**src/rtl/sev_seg_scan_n.sv**
```systemverilog
// Multiplexed seven-segment scanner: one digit per PRESCALE-cycle slot, inputs shadowed once per frame.
// Optional leading-zero suppression when SEV_SEG_LZ_BLANK_EN is defined; outputs are registered (latency 1).
module sev_seg_scan_n #(
  parameter int NUM_DIGITS = 4,
  parameter int PRESCALE   = 50000,
  parameter bit ACTIVE_LOW = 1'b1
) (
  input  logic                    clk,
  input  logic                    reset,
  input  logic [4*NUM_DIGITS-1:0] digits,
  input  logic [NUM_DIGITS-1:0]   dp,
  input  logic [NUM_DIGITS-1:0]   blank,
  output logic [6:0]              seg,
  output logic                    seg_dp,
  output logic [NUM_DIGITS-1:0]   an,
  output logic                    frame_tick
);

  localparam int IW = (NUM_DIGITS > 1) ? $clog2(NUM_DIGITS) : 1;
  localparam int CW = $clog2(PRESCALE);

  logic [CW-1:0]           cnt;
  logic [IW-1:0]           idx;
  logic [4*NUM_DIGITS-1:0] sh_dig;
  logic [NUM_DIGITS-1:0]   sh_dp;
  logic [NUM_DIGITS-1:0]   sh_blank;
  logic                    slot_end;
  logic                    frame_end;

  assign slot_end  = (cnt == CW'(PRESCALE - 1));
  assign frame_end = slot_end && (idx == IW'(NUM_DIGITS - 1));

  always_ff @(posedge clk or posedge reset) begin
    if (reset) begin
      cnt        <= '0;
      idx        <= '0;
      sh_dig     <= '0;
      sh_dp      <= '0;
      sh_blank   <= '0;
      frame_tick <= 1'b0;
    end else begin
      cnt        <= slot_end ? '0 : cnt + 1'b1;
      frame_tick <= frame_end;
      if (slot_end)
        idx <= frame_end ? '0 : idx + 1'b1;
      // Shadow only at the frame boundary so a frame never mixes old and new values.
      if (frame_end) begin
        sh_dig   <= digits;
        sh_dp    <= dp;
        sh_blank <= blank;
      end
    end
  end

  logic [NUM_DIGITS-1:0] lz_sup;

  always_comb begin
    lz_sup = '0;
`ifdef SEV_SEG_LZ_BLANK_EN
    begin
      logic zero_hi;
      zero_hi = 1'b1;
      for (int i = NUM_DIGITS - 1; i > 0; i--) begin
        zero_hi   = zero_hi && (sh_dig[4*i +: 4] == 4'h0);
        lz_sup[i] = zero_hi && !sh_dp[i];
      end
    end
`endif
  end

  function automatic logic [6:0] hex_decode(input logic [3:0] v);
    case (v)
      4'h0: hex_decode = 7'b0111111;
      4'h1: hex_decode = 7'b0000110;
      4'h2: hex_decode = 7'b1011011;
      4'h3: hex_decode = 7'b1001111;
      4'h4: hex_decode = 7'b1100110;
      4'h5: hex_decode = 7'b1101101;
      4'h6: hex_decode = 7'b1111101;
      4'h7: hex_decode = 7'b0000111;
      4'h8: hex_decode = 7'b1111111;
      4'h9: hex_decode = 7'b1101111;
      4'hA: hex_decode = 7'b1110111;
      4'hB: hex_decode = 7'b1111100;
      4'hC: hex_decode = 7'b0111001;
      4'hD: hex_decode = 7'b1011110;
      4'hE: hex_decode = 7'b1111001;
      default: hex_decode = 7'b1110001;
    endcase
  endfunction

  logic [3:0]            cur_dig;
  logic                  cur_dp;
  logic                  cur_blank;
  logic [6:0]            seg_raw;
  logic                  dp_raw;
  logic [NUM_DIGITS-1:0] an_raw;

  always_comb begin
    cur_dig   = '0;
    cur_dp    = 1'b0;
    cur_blank = 1'b0;
    for (int i = 0; i < NUM_DIGITS; i++) begin
      if (idx == IW'(i)) begin
        cur_dig   = sh_dig[4*i +: 4];
        cur_dp    = sh_dp[i];
        cur_blank = sh_blank[i] | lz_sup[i];
      end
    end
    an_raw = '0;
    for (int i = 0; i < NUM_DIGITS; i++)
      an_raw[i] = (idx == IW'(i)) && !cur_blank;
    seg_raw = cur_blank ? 7'b0 : hex_decode(cur_dig);
    dp_raw  = cur_dp && !cur_blank;
  end

  // Polarity is applied only here; everything upstream is active-high.
  always_ff @(posedge clk or posedge reset) begin
    if (reset) begin
      seg    <= {7{ACTIVE_LOW}};
      seg_dp <= ACTIVE_LOW;
      an     <= {NUM_DIGITS{ACTIVE_LOW}};
    end else begin
      seg    <= seg_raw ^ {7{ACTIVE_LOW}};
      seg_dp <= dp_raw ^ ACTIVE_LOW;
      an     <= an_raw ^ {NUM_DIGITS{ACTIVE_LOW}};
    end
  end

endmodule
```
**config.mk**
```make
export PLATFORM = sky130hd
export DESIGN_NAME = sev_seg_scan_n
export DESIGN_NICKNAME = d
export VERILOG_FILES = /design/src/rtl/sev_seg_scan_n.sv
export SDC_FILE = /design/constraint.sdc
export NUM_CORES = 1
export LEC_CHECK = 0
export BUFFER_PORTS_ARGS = -buffer_cell sky130_fd_sc_hd__buf_2
export CAP_MARGIN = 30
export CORE_ASPECT_RATIO = 1.1
export CORE_MARGIN = 2
export CORE_UTILIZATION = 34
export CTS_BUF_LIST = sky130_fd_sc_hd__clkbuf_8
export DETAILED_ROUTE_END_ITERATION = 8
export PLACE_DENSITY_LB_ADDON = 0.05
export SETUP_SLACK_MARGIN = 0.4
export SYNTH_ARGS = -nofsm -noshare
export SYNTH_HDL_FRONTEND = slang
export SYNTH_SLANG_ARGS = --single-unit
```
**constraint.sdc**
```tcl
create_clock -name clk -period 2.82 [get_ports clk]
set_input_delay 0.564 -clock clk [delete_from_list [all_inputs] [get_ports clk]]
set_output_delay 0.564 -clock clk [all_outputs]
set_load 0.05 [all_outputs]
```
==> key figures, run 1 <==
Status
  – Outcome: finished clean

Timing
  – Final worst path period share: 80.3%
  – Pins Over Slew Limit: 0
  – Achievable frequency: 441 MHz
  – Rel. slew slack: 42.1%
  – TNS Setup: 0 ns
  – Hold Violations, Final: 0
  – Worst clock skew: 0.0147 ns
  – Min Clock Period, post-route: 2.27 ns
  – Worst slew pin tran: 0.868 ns
  – Unrepaired setup endpoints after global routing: no
  – Final setup fails: 0

Global route
  – Total GRT Usage: 13.6%
  – Pin count of the biggest net entering global routing: 44
  – First-pass GRT wire length: 9.11 mm
  – Initial antenna violation count: 0
  – Vias in the first global route: 1849
  – GRT overflow: 0

Detailed routing
  – Pre-antenna DRT Iters: 4
  – Vias per inst: 4.75
  – Vias: 1756
  – Routed Antenna Nets: 0
  – Met3 routed wirelength: 188 um
  – Top sig layer: met4
  – Met2 WL: 2.58 mm
  – Post-Route WL: 5.30 mm
  – Wire per inst: 14.3 um
  – Initial DRC count: 60
  – DRT met1 WL: 2.47 mm
  – DRC violation count after routing: 0

Critical path
  – Worst Setup EP: seg[3]
  – Critical path class: reg -> reg
  – Crit Path Max Fanout: 8
  – Crit start category: register
  – R2R Setup Slk: 0.55 ns
  – Reg2reg start: idx[0]
  – Arrival @ worst endpoint: 2.50 ns
  – Reg2reg path depth: 10
  – Crit path from: idx[0]
  – CP required: 3.05 ns
  – Worst setup EP type: register
  – R2R Path End: seg[3]

Logic synthesis
  – Unique masters post-synth: 40
  – YS warnings: 0
  – Cell Area, Synth: 2680 um2
  – Dominant synthesized flop cell: dfrtp_1
  – Post-synth ARST share: 100%
  – Post-Syn Nets: 257
  – FF+latch count, synth: 55
  – Synth Instances: 220
  – Count of flip-flops with a built-in enable after synthesis: 0
  – Register area share after synthesis: 52.0%
  – Syn avg cell area: 12.2 um2

Floorplanning
  – Core area: 7560 um2
  – Die area: 8600 um2
  – Die X: 88.6 um
  – I/O Pins: 39
  – Number of cell rows: 33
  – Initial Util: 35.4%
  – Die height: 97.1 um

Power
  – Pleak: 0.00147 uW
  – P per Cell Area: 467 nW/um2
  – Worst vdd ir: 0.000163 V

Final layout
  – Ratio of cells with drive above 1 in the final layout: 39.2%
  – Area grow syn2layout: 16.9%
  – Layout Nets: 301
  – Ant diodes: 0
  – Commonest non-fill, non-tap cell in the layout: dfrtp_1
  – Most frequent cells in the layout: 43 x dfrtp_1, 38 x buf_2, 20 x nand2_1
  – Final instance area: 3130 um2

Place
  – Final HPWL DP: 3.81 mm
  – Placed instance area: 2980 um2
  – PortBufs: 38
  – Final Wtd Congestion: 0.725

CTS
  – Sink Count: 55
  – CTS max path bufs: 2
  – H-tree depth: 2
  – Clk Latency, worst-skew pair: 0.31 ns
  – TritonCTS buffer count: 5
  – # hold bufs at CTS: 0
  – Root Driver: clkbuf_8
  – CTS tree: built
  – Clock slew at reported path FFs: 0.11 ns

Worst hold path
  – Hold Path Class: in -> async

Flow run
  – Max-Cap Viols: 0
layer usage:
layer  track usage (%)  up-vias
met3              3.14        7
met1              18.2      868
met2              21.9       27
li1                  -      854
met5                 0        -
met4              3.85        0
per-stage QoR:
step           power, uW  instances  hold slack, ns  utilization [%]  worst slack (ns)
2_1_floorplan        954        220           0.425                -             0.425
3_5_place_dp        1010        360           0.451             39.5             0.249
3_3_place_gp        1010        360           0.449             39.5             0.235
5_1_grt             1540        370           0.452             41.4             0.382
4_1_cts             1490        368           0.461             40.9             0.453
6_report            1460        370           0.421             41.4             0.554
worst min path at each step:
stage           endpoint  slack (ns)  cells past startpoint
2_1_floorplan     cnt[0]        0.43                      1
6_report       sh_dig[1]        0.42                      2
3_3_place_gp      cnt[0]        0.45                      1
5_1_grt         sh_dp[1]        0.45                      2
3_5_place_dp      cnt[0]        0.45                      1
4_1_cts        sh_dig[4]        0.46                      2
worst max-delay path: stages (launching register included):
cell,delay (ns)
dfrtp_1,0.39
inv_1,0.10
ha_2,0.25
or2_2,0.35
a21oi_1,0.16
a21oi_2,0.13
inv_2,0.09
ha_2,0.19
inv_1,0.08
o2111a_1,0.27
a41oi_2,0.17
layout make-up:
cell class / instances / area (um2)
inverters: 9 / 33.8
clock inverters: 2 / 20.0
clock buffers: 6 / 82.6
fillers: 743 / 4430
flip-flops and latches: 55 / 1390
multi-input cells: 148 / 1230
repair buffers: 45 / 243
well taps: 105 / 131
what timing repair did:
action	4_1_cts	5_1_grt
pin swaps	0	1
buffers inserted	0	2
resized for setup	3	6
endpoints found under the setup margin	5	5
flip-flops by register name, indices dropped and copies added (netlist names):
name,flops
sh_blank,4
an,4
sh_dig,16
seg,7
frame_tick,1
sh_dp,4
cnt,16
idx,2
seg_dp,1
synthesized netlist by cell type, drive strengths merged (3+ instances only):
library cell / instances / area [um2]
and4: 3 / 26.3
and3: 4 / 25.0
a21oi: 5 / 25.0
nand2: 21 / 86.3
mux2: 24 / 342
dfrtp: 43 / 1080
o21ai: 7 / 35.0
inv: 9 / 33.8
nor2: 16 / 67.6
xnor2: 7 / 61.3
a221o: 3 / 30.0
xor2: 8 / 70.1
dfstp: 12 / 315
nand3b: 4 / 30.0
buf: 6 / 47.5
nor2b: 3 / 18.8
ha: 11 / 138
nand3: 7 / 35.0
o221ai: 5 / 50.0
nand2b: 4 / 25.0
power breakdown:
part           leakage [uW]  internal (uW)  switching (uW)
Sequential         0.000657            822            15.0
Combinational      0.000763           62.5            90.1
Clock             0.0000533            207             265
Total               0.00147           1090             370
cells by family after synthesis:
kind of cell	after synthesis	synth area share, %
simple gates	71	14.3
flops	55	52.0
compound gates	26	7.24
mux	25	13.1
buf+inv	17	3.32
xor+xnor	15	4.91
fa+ha+maj	11	5.14
Power figures use the tool's default switching activity.
==> run 2, diff against run 1 <==
clock period = 2.35 ns   (was 2.82 ns; I/O delays follow)
==> key figures, run 2 (same netlist as run 1, synthesis figures left out) <==
Status
  – Outcome: finished clean

Final layout
  – Most frequent cells in the layout: 41 x dfrtp_1, 38 x buf_2, 19 x mux2_4, 19 x buf_4, 18 x nand2_1
  – # fillers: 708
  – Biggest regs: cnt (16), sh_dig (16), seg (7)
  – Layout Nets: 325
  – Ratio of cells with drive above 1 in the final layout: 51.2%
  – Ant diodes: 0
  – Commonest non-fill, non-tap cell in the layout: dfrtp_1
  – Final instance area: 3590 um2
  – Area grow syn2layout: 34.2%

CTS
  – Clock slew at reported path FFs: 0.10 ns
  – CTS tree: built
  – Root Driver: clkbuf_8
  – # hold bufs at CTS: 0
  – CTS max path bufs: 2
  – Sink Count: 55
  – H-tree depth: 2
  – Clk Latency, worst-skew pair: 0.31 ns
  – TritonCTS buffer count: 5

Floorplanning
  – Die area: 8600 um2
  – Number of cell rows: 33
  – Die X: 88.6 um
  – I/O Pins: 39
  – Core area: 7560 um2
  – Die height: 97.1 um
  – Initial Util: 35.4%

Timing
  – Pins Over Slew Limit: 0
  – Final setup fails: 0
  – TNS Setup: 0 ns
  – Worst clock skew: 0.0107 ns
  – Unrepaired setup endpoints after global routing: yes
  – Final hold slack: 0.178 ns
  – Rel. slew slack: 65.4%
  – Worst slew pin tran: 0.516 ns
  – Min Clock Period, post-route: 2.03 ns
  – Achievable frequency: 493 MHz
  – Final worst path period share: 86.3%
  – Hold Violations, Final: 0

Detailed routing
  – Post-Route WL: 6.02 mm
  – Wire per inst: 15.3 um
  – Pre-antenna DRT Iters: 4
  – DRC violation count after routing: 0
  – Vias: 1897
  – Initial DRC count: 53
  – Vias per inst: 4.81
  – Routed Antenna Nets: 0

Power
  – Final Power: 1730 uW
  – Pleak: 0.00160 uW
  – P per Cell Area: 481 nW/um2
  – Worst vdd ir: 0.000169 V

Critical path
  – R2R Path End: sh_dig[11]
  – Critical path cell sequence: ha_2 -> and3_4 -> or4b_4 -> nor2_4 -> buf_12 -> nand2_8 -> mux2_4
  – CP required: 2.55 ns
  – Reg2reg path depth: 7
  – Worst setup EP type: register
  – Max stage delay cell, worst path: or4b_4
  – Critical path class: reg -> reg
  – Crit Path Max Fanout: 7
  – Slowest stage delay, CP: 0.47 ns
  – Arrival @ worst endpoint: 2.22 ns
  – R2R Setup Slk: 0.32 ns
  – Reg2reg start: cnt[0]
  – Crit start category: register

Place
  – Placed instance area: 3080 um2
  – Final HPWL DP: 3.94 mm
  – Final Wtd Congestion: 0.745
  – PortBufs: 38

Global route
  – Pin count of the biggest net entering global routing: 34
  – Total GRT Usage: 14.8%
  – Vias in the first global route: 1989
  – First-pass GRT wire length: 9.98 mm
  – GRT overflow: 0
  – Initial antenna violation count: 0

Flow run
  – Max-Cap Viols: 0

Worst hold path
  – Hold Path Class: in -> async
-- run 2: changes by cell type in the layout (fill, tap and decap cells not counted), moves of 3 or more --
cell | previous run | this run
buf_4 | 7 | 19
nand2_8 | 0 | 4
buf_6 | 0 | 4
inv_2 | 2 | 5
ha_4 | 0 | 7
buf_12 | 0 | 4
ha_1 | 6 | 3
ha_2 | 5 | 1
inv_1 | 7 | 4
-- run 2: how the worst max path moves through the flow --
stage,cells past startpoint,start,to,slack (ns)
finish,7,cnt[0],sh_dig[11],0.32
detailed placement,10,idx[1],seg[3],0.09
floorplan,8,cnt[0],sh_blank[3],0.30
global placement,9,idx[1],seg[0],0.17
CTS,7,cnt[0],sh_dig[2],0.31
global route,9,idx[0],seg[3],0.21
-- run 2: report_power, final --
part | switching [uW] | internal, uW
Clock | 304 | 205
Combinational | 120 | 92.8
Sequential | 18.3 | 987
Total | 443 | 1280
-- run 2: timing repair --
item,4_1_cts,5_1_grt
pin swaps,12,3
buffers inserted,14,6
gates resized for setup,26,12
endpoints found under the setup margin,31,43
cloned,3,2
-- run 2: area by class of cell --
type                            instances  area, um2  area share (%)
Sequential cell                        55       1390            38.8
Timing Repair Buffer                   66        483            13.4
Clock buffer                            5       68.8            1.92
Inverter                                9       36.3            1.01
Clock inverter                          3       16.3           0.453
Multi-Input combinational cell        151       1460            40.7
Tap cell                              105        131            3.66
-- run 2: metrics by stage --
| step | utilization, % | setup slack, ns | instances |
|---|---|---|---|
| floorplan | - | 0.299 | 220 |
| global placement | 40.8 | 0.166 | 361 |
| detailed placement | 40.8 | 0.0850 | 361 |
| CTS | 45.7 | 0.314 | 386 |
| global route | 47.6 | 0.213 | 394 |
| finish | 47.6 | 0.321 | 394 |
-- run 2: routing by layer --
metal,vias up,global-route usage [%],part of all wire [%]
met4,0,3.61,1.3
met1,939,18.5,43
met3,10,3.31,4.0
met2,38,25.7,52
li1,910,-,-
met5,-,0,0
-- run 2: worst max-delay path, delay by kind of cell, from the launching register on --
| family | cells | cell delay (ns) |
|---|---|---|
| AND/OR/NAND/NOR | 4 | 0.86 |
| multiplexers | 1 | 0.31 |
| buffers and inverters | 1 | 0.18 |
| flip-flops | 1 | 0.37 |
| adder cells (fa/ha/maj) | 1 | 0.19 |
==> run 3, diff against run 2 <==
ABC_AREA = 1   (was default)
CORE_UTILIZATION = 40   (was 34)
clock period = 2.49 ns   (was 2.35 ns; I/O delays follow)
==> key figures, run 3 <==
Status
  – Outcome: finished clean

Logic synthesis
  – Post-Syn Nets: 375
  – Register area share after synthesis: 49.4%
  – Synth Instances: 338
  – Syn avg cell area: 8.33 um2
  – Area leader, netlist: dfrtp_1
  – Cell Area, Synth: 2820 um2
  – Unique masters post-synth: 31
  – Post-synth ARST share: 100%
  – YS warnings: 0
  – Commonest cells in the synthesized netlist: 140 x nand2_1, 43 x dfrtp_1, 27 x inv_1, 25 x nand3_1, 15 x nor2_1
  – Top-count cell post-synth: nand2_1
  – Yosys top cell area share: 38.2%
  – FF+latch count, synth: 55
  – Count of flip-flops with a built-in enable after synthesis: 0
  – Synth area leaders: dfrtp_1 38%, nand2_1 19%, dfstp_2 11%
  – Dominant synthesized flop cell: dfrtp_1

Critical path
  – CP required: 2.73 ns
  – Reg2reg path depth: 11
  – Crit Path Max Fanout: 5
  – Arrival @ worst endpoint: 2.19 ns
  – Worst setup EP type: register
  – Critical path class: reg -> reg
  – R2R Path End: seg[3]
  – R2R Setup Slk: 0.53 ns
  – Reg2reg start: idx[0]
  – Crit start category: register

Floorplanning
  – Core area: 6930 um2
  – Die X: 84.0 um
  – Die area: 7730 um2
  – Number of cell rows: 32
  – Die height: 92.0 um
  – I/O Pins: 39
  – Initial Util: 40.6%

CTS
  – H-tree depth: 2
  – # hold bufs at CTS: 0
  – TritonCTS buffer count: 5
  – Sink Count: 55
  – CTS max path bufs: 2
  – Clock slew at reported path FFs: 0.10 ns
  – Post-CTS Setup Inserts: 0
  – Clk Latency, worst-skew pair: 0.31 ns
  – Root Driver: clkbuf_8
  – CTS tree: built

Final layout
  – Commonest non-fill, non-tap cell in the layout: nand2_1
  – Biggest regs: cnt (16), sh_dig (16), seg (7)
  – Layout Nets: 416
  – Final core occ: 46.4%
  – Ratio of cells with drive above 1 in the final layout: 22.9%
  – Most frequent cells in the layout: 139 x nand2_1, 41 x dfrtp_1, 38 x buf_2
  – Ant diodes: 0
  – Area grow syn2layout: 14.1%

Timing
  – Min Clock Period, post-route: 1.96 ns
  – Final worst path period share: 78.6%
  – Worst clock skew: 0.0108 ns
  – Final setup fails: 0
  – Unrepaired setup endpoints after global routing: no
  – Final hold slack: 0.219 ns
  – Rel. slew slack: 63.7%
  – Achievable frequency: 511 MHz
  – TNS Setup: 0 ns
  – Worst slew pin tran: 0.543 ns
  – Pins Over Slew Limit: 0
  – Hold Violations, Final: 0

Global route
  – Initial antenna violation count: 0
  – First-pass GRT wire length: 10.3 mm
  – Total GRT Usage: 16.8%
  – GRT overflow: 0
  – Pin count of the biggest net entering global routing: 33
  – Vias in the first global route: 2180

Detailed routing
  – Post-Route WL: 5.94 mm
  – Initial DRC count: 85
  – Vias per inst: 4.80
  – Met2 WL: 2.72 mm
  – Wire per inst: 12.8 um
  – Met3 routed wirelength: 249 um
  – DRT met1 WL: 2.79 mm
  – DRC violation count after routing: 0
  – Top sig layer: met4
  – Pre-antenna DRT Iters: 4
  – Vias: 2231
  – Routed Antenna Nets: 0

Flow run
  – Max-Cap Viols: 0

Place
  – Final HPWL DP: 4.35 mm
  – PortBufs: 38
  – Final Wtd Congestion: 0.837

Worst hold path
  – Hold Path Class: in -> async

Power
  – Pleak: 0.00160 uW
  – P per Cell Area: 443 nW/um2
  – Worst vdd ir: 0.000236 V
run 3: cell count changes after synthesis, moves of 5 or more:
cell and change:
a21oi_1 +5, inv_1 +18, mux2_2 -5, mux2_4 -19, nand2_1 +120, nand3_1 +18, nor3_1 +5, xnor2_1 -7
run 3: worst max path at each step:
| stage | to | start | cells after the start | slack (ns) |
|---|---|---|---|---|
| 6_report | seg[3] | idx[0] | 11 | 0.53 |
| 5_1_grt | seg[3] | idx[1] | 11 | 0.41 |
| 4_1_cts | seg[3] | idx[0] | 11 | 0.45 |
| 3_5_place_dp | seg[3] | idx[1] | 11 | 0.39 |
| 3_3_place_gp | seg[3] | idx[1] | 11 | 0.45 |
| 2_1_floorplan | seg[3] | idx[0] | 11 | 0.41 |
run 3: per-stage QoR:
stage	area [um2]	cells	power [uW]	worst slack, ns
detailed placement	3090	457	952	0.394
finish	3210	465	1420	0.532
floorplan	2820	338	923	0.411
global route	3210	465	1490	0.406
global placement	3090	457	951	0.447
CTS	3180	465	1450	0.447
run 3: worst max-delay path, stage by stage, from the launching register on:
cell      delay (ns)
dfrtp_2         0.46
inv_2           0.11
ha_2            0.24
nand3_1         0.12
nand2_1         0.08
nand2_1         0.05
nand2_1         0.06
nand2_1         0.12
ha_1            0.30
nand3b_1        0.17
nand3_1         0.11
nand3_1         0.07
run 3: kinds of logic after synthesis:
kind of cell	Yosys count	share of synthesized area, %
AOI/OAI and AO/OA	23	4.67
DFF	55	49.4
xor gates and xnor gates	8	2.49
buffers and inverters	39	6.84
adders and majority gates	11	4.89
and+or+nand+nor	202	31.7
run 3: layer usage:
layer	track usage, %	up-vias
met5	0	-
met4	7.12	0
met3	3.33	13
met2	27.7	66
met1	21.6	1008
li1	-	1144
run 3: layout make-up:
| type | instances | area (um2) |
|---|---|---|
| clock buffers | 5 | 68.8 |
| clock inverters | 3 | 16.3 |
| fillers | 730 | 3710 |
| inverters | 30 | 118 |
| multi-input cells | 244 | 1270 |
| flip-flops and latches | 55 | 1390 |
| well taps | 85 | 106 |
| repair buffers | 43 | 240 |
run 3: power by group:
part / leakage [uW] / internal, uW / switching [uW]
registers: 0.000584 / 894 / 0
logic: 0.000968 / 16.7 / 22.9
clock network: 0.0000453 / 194 / 298
total: 0.00160 / 1100 / 321
run 3: what timing repair did:
action                                  CTS  global route
pin swaps                                 0             1
endpoints found under the setup margin    3             7
gates resized for setup                   2            11
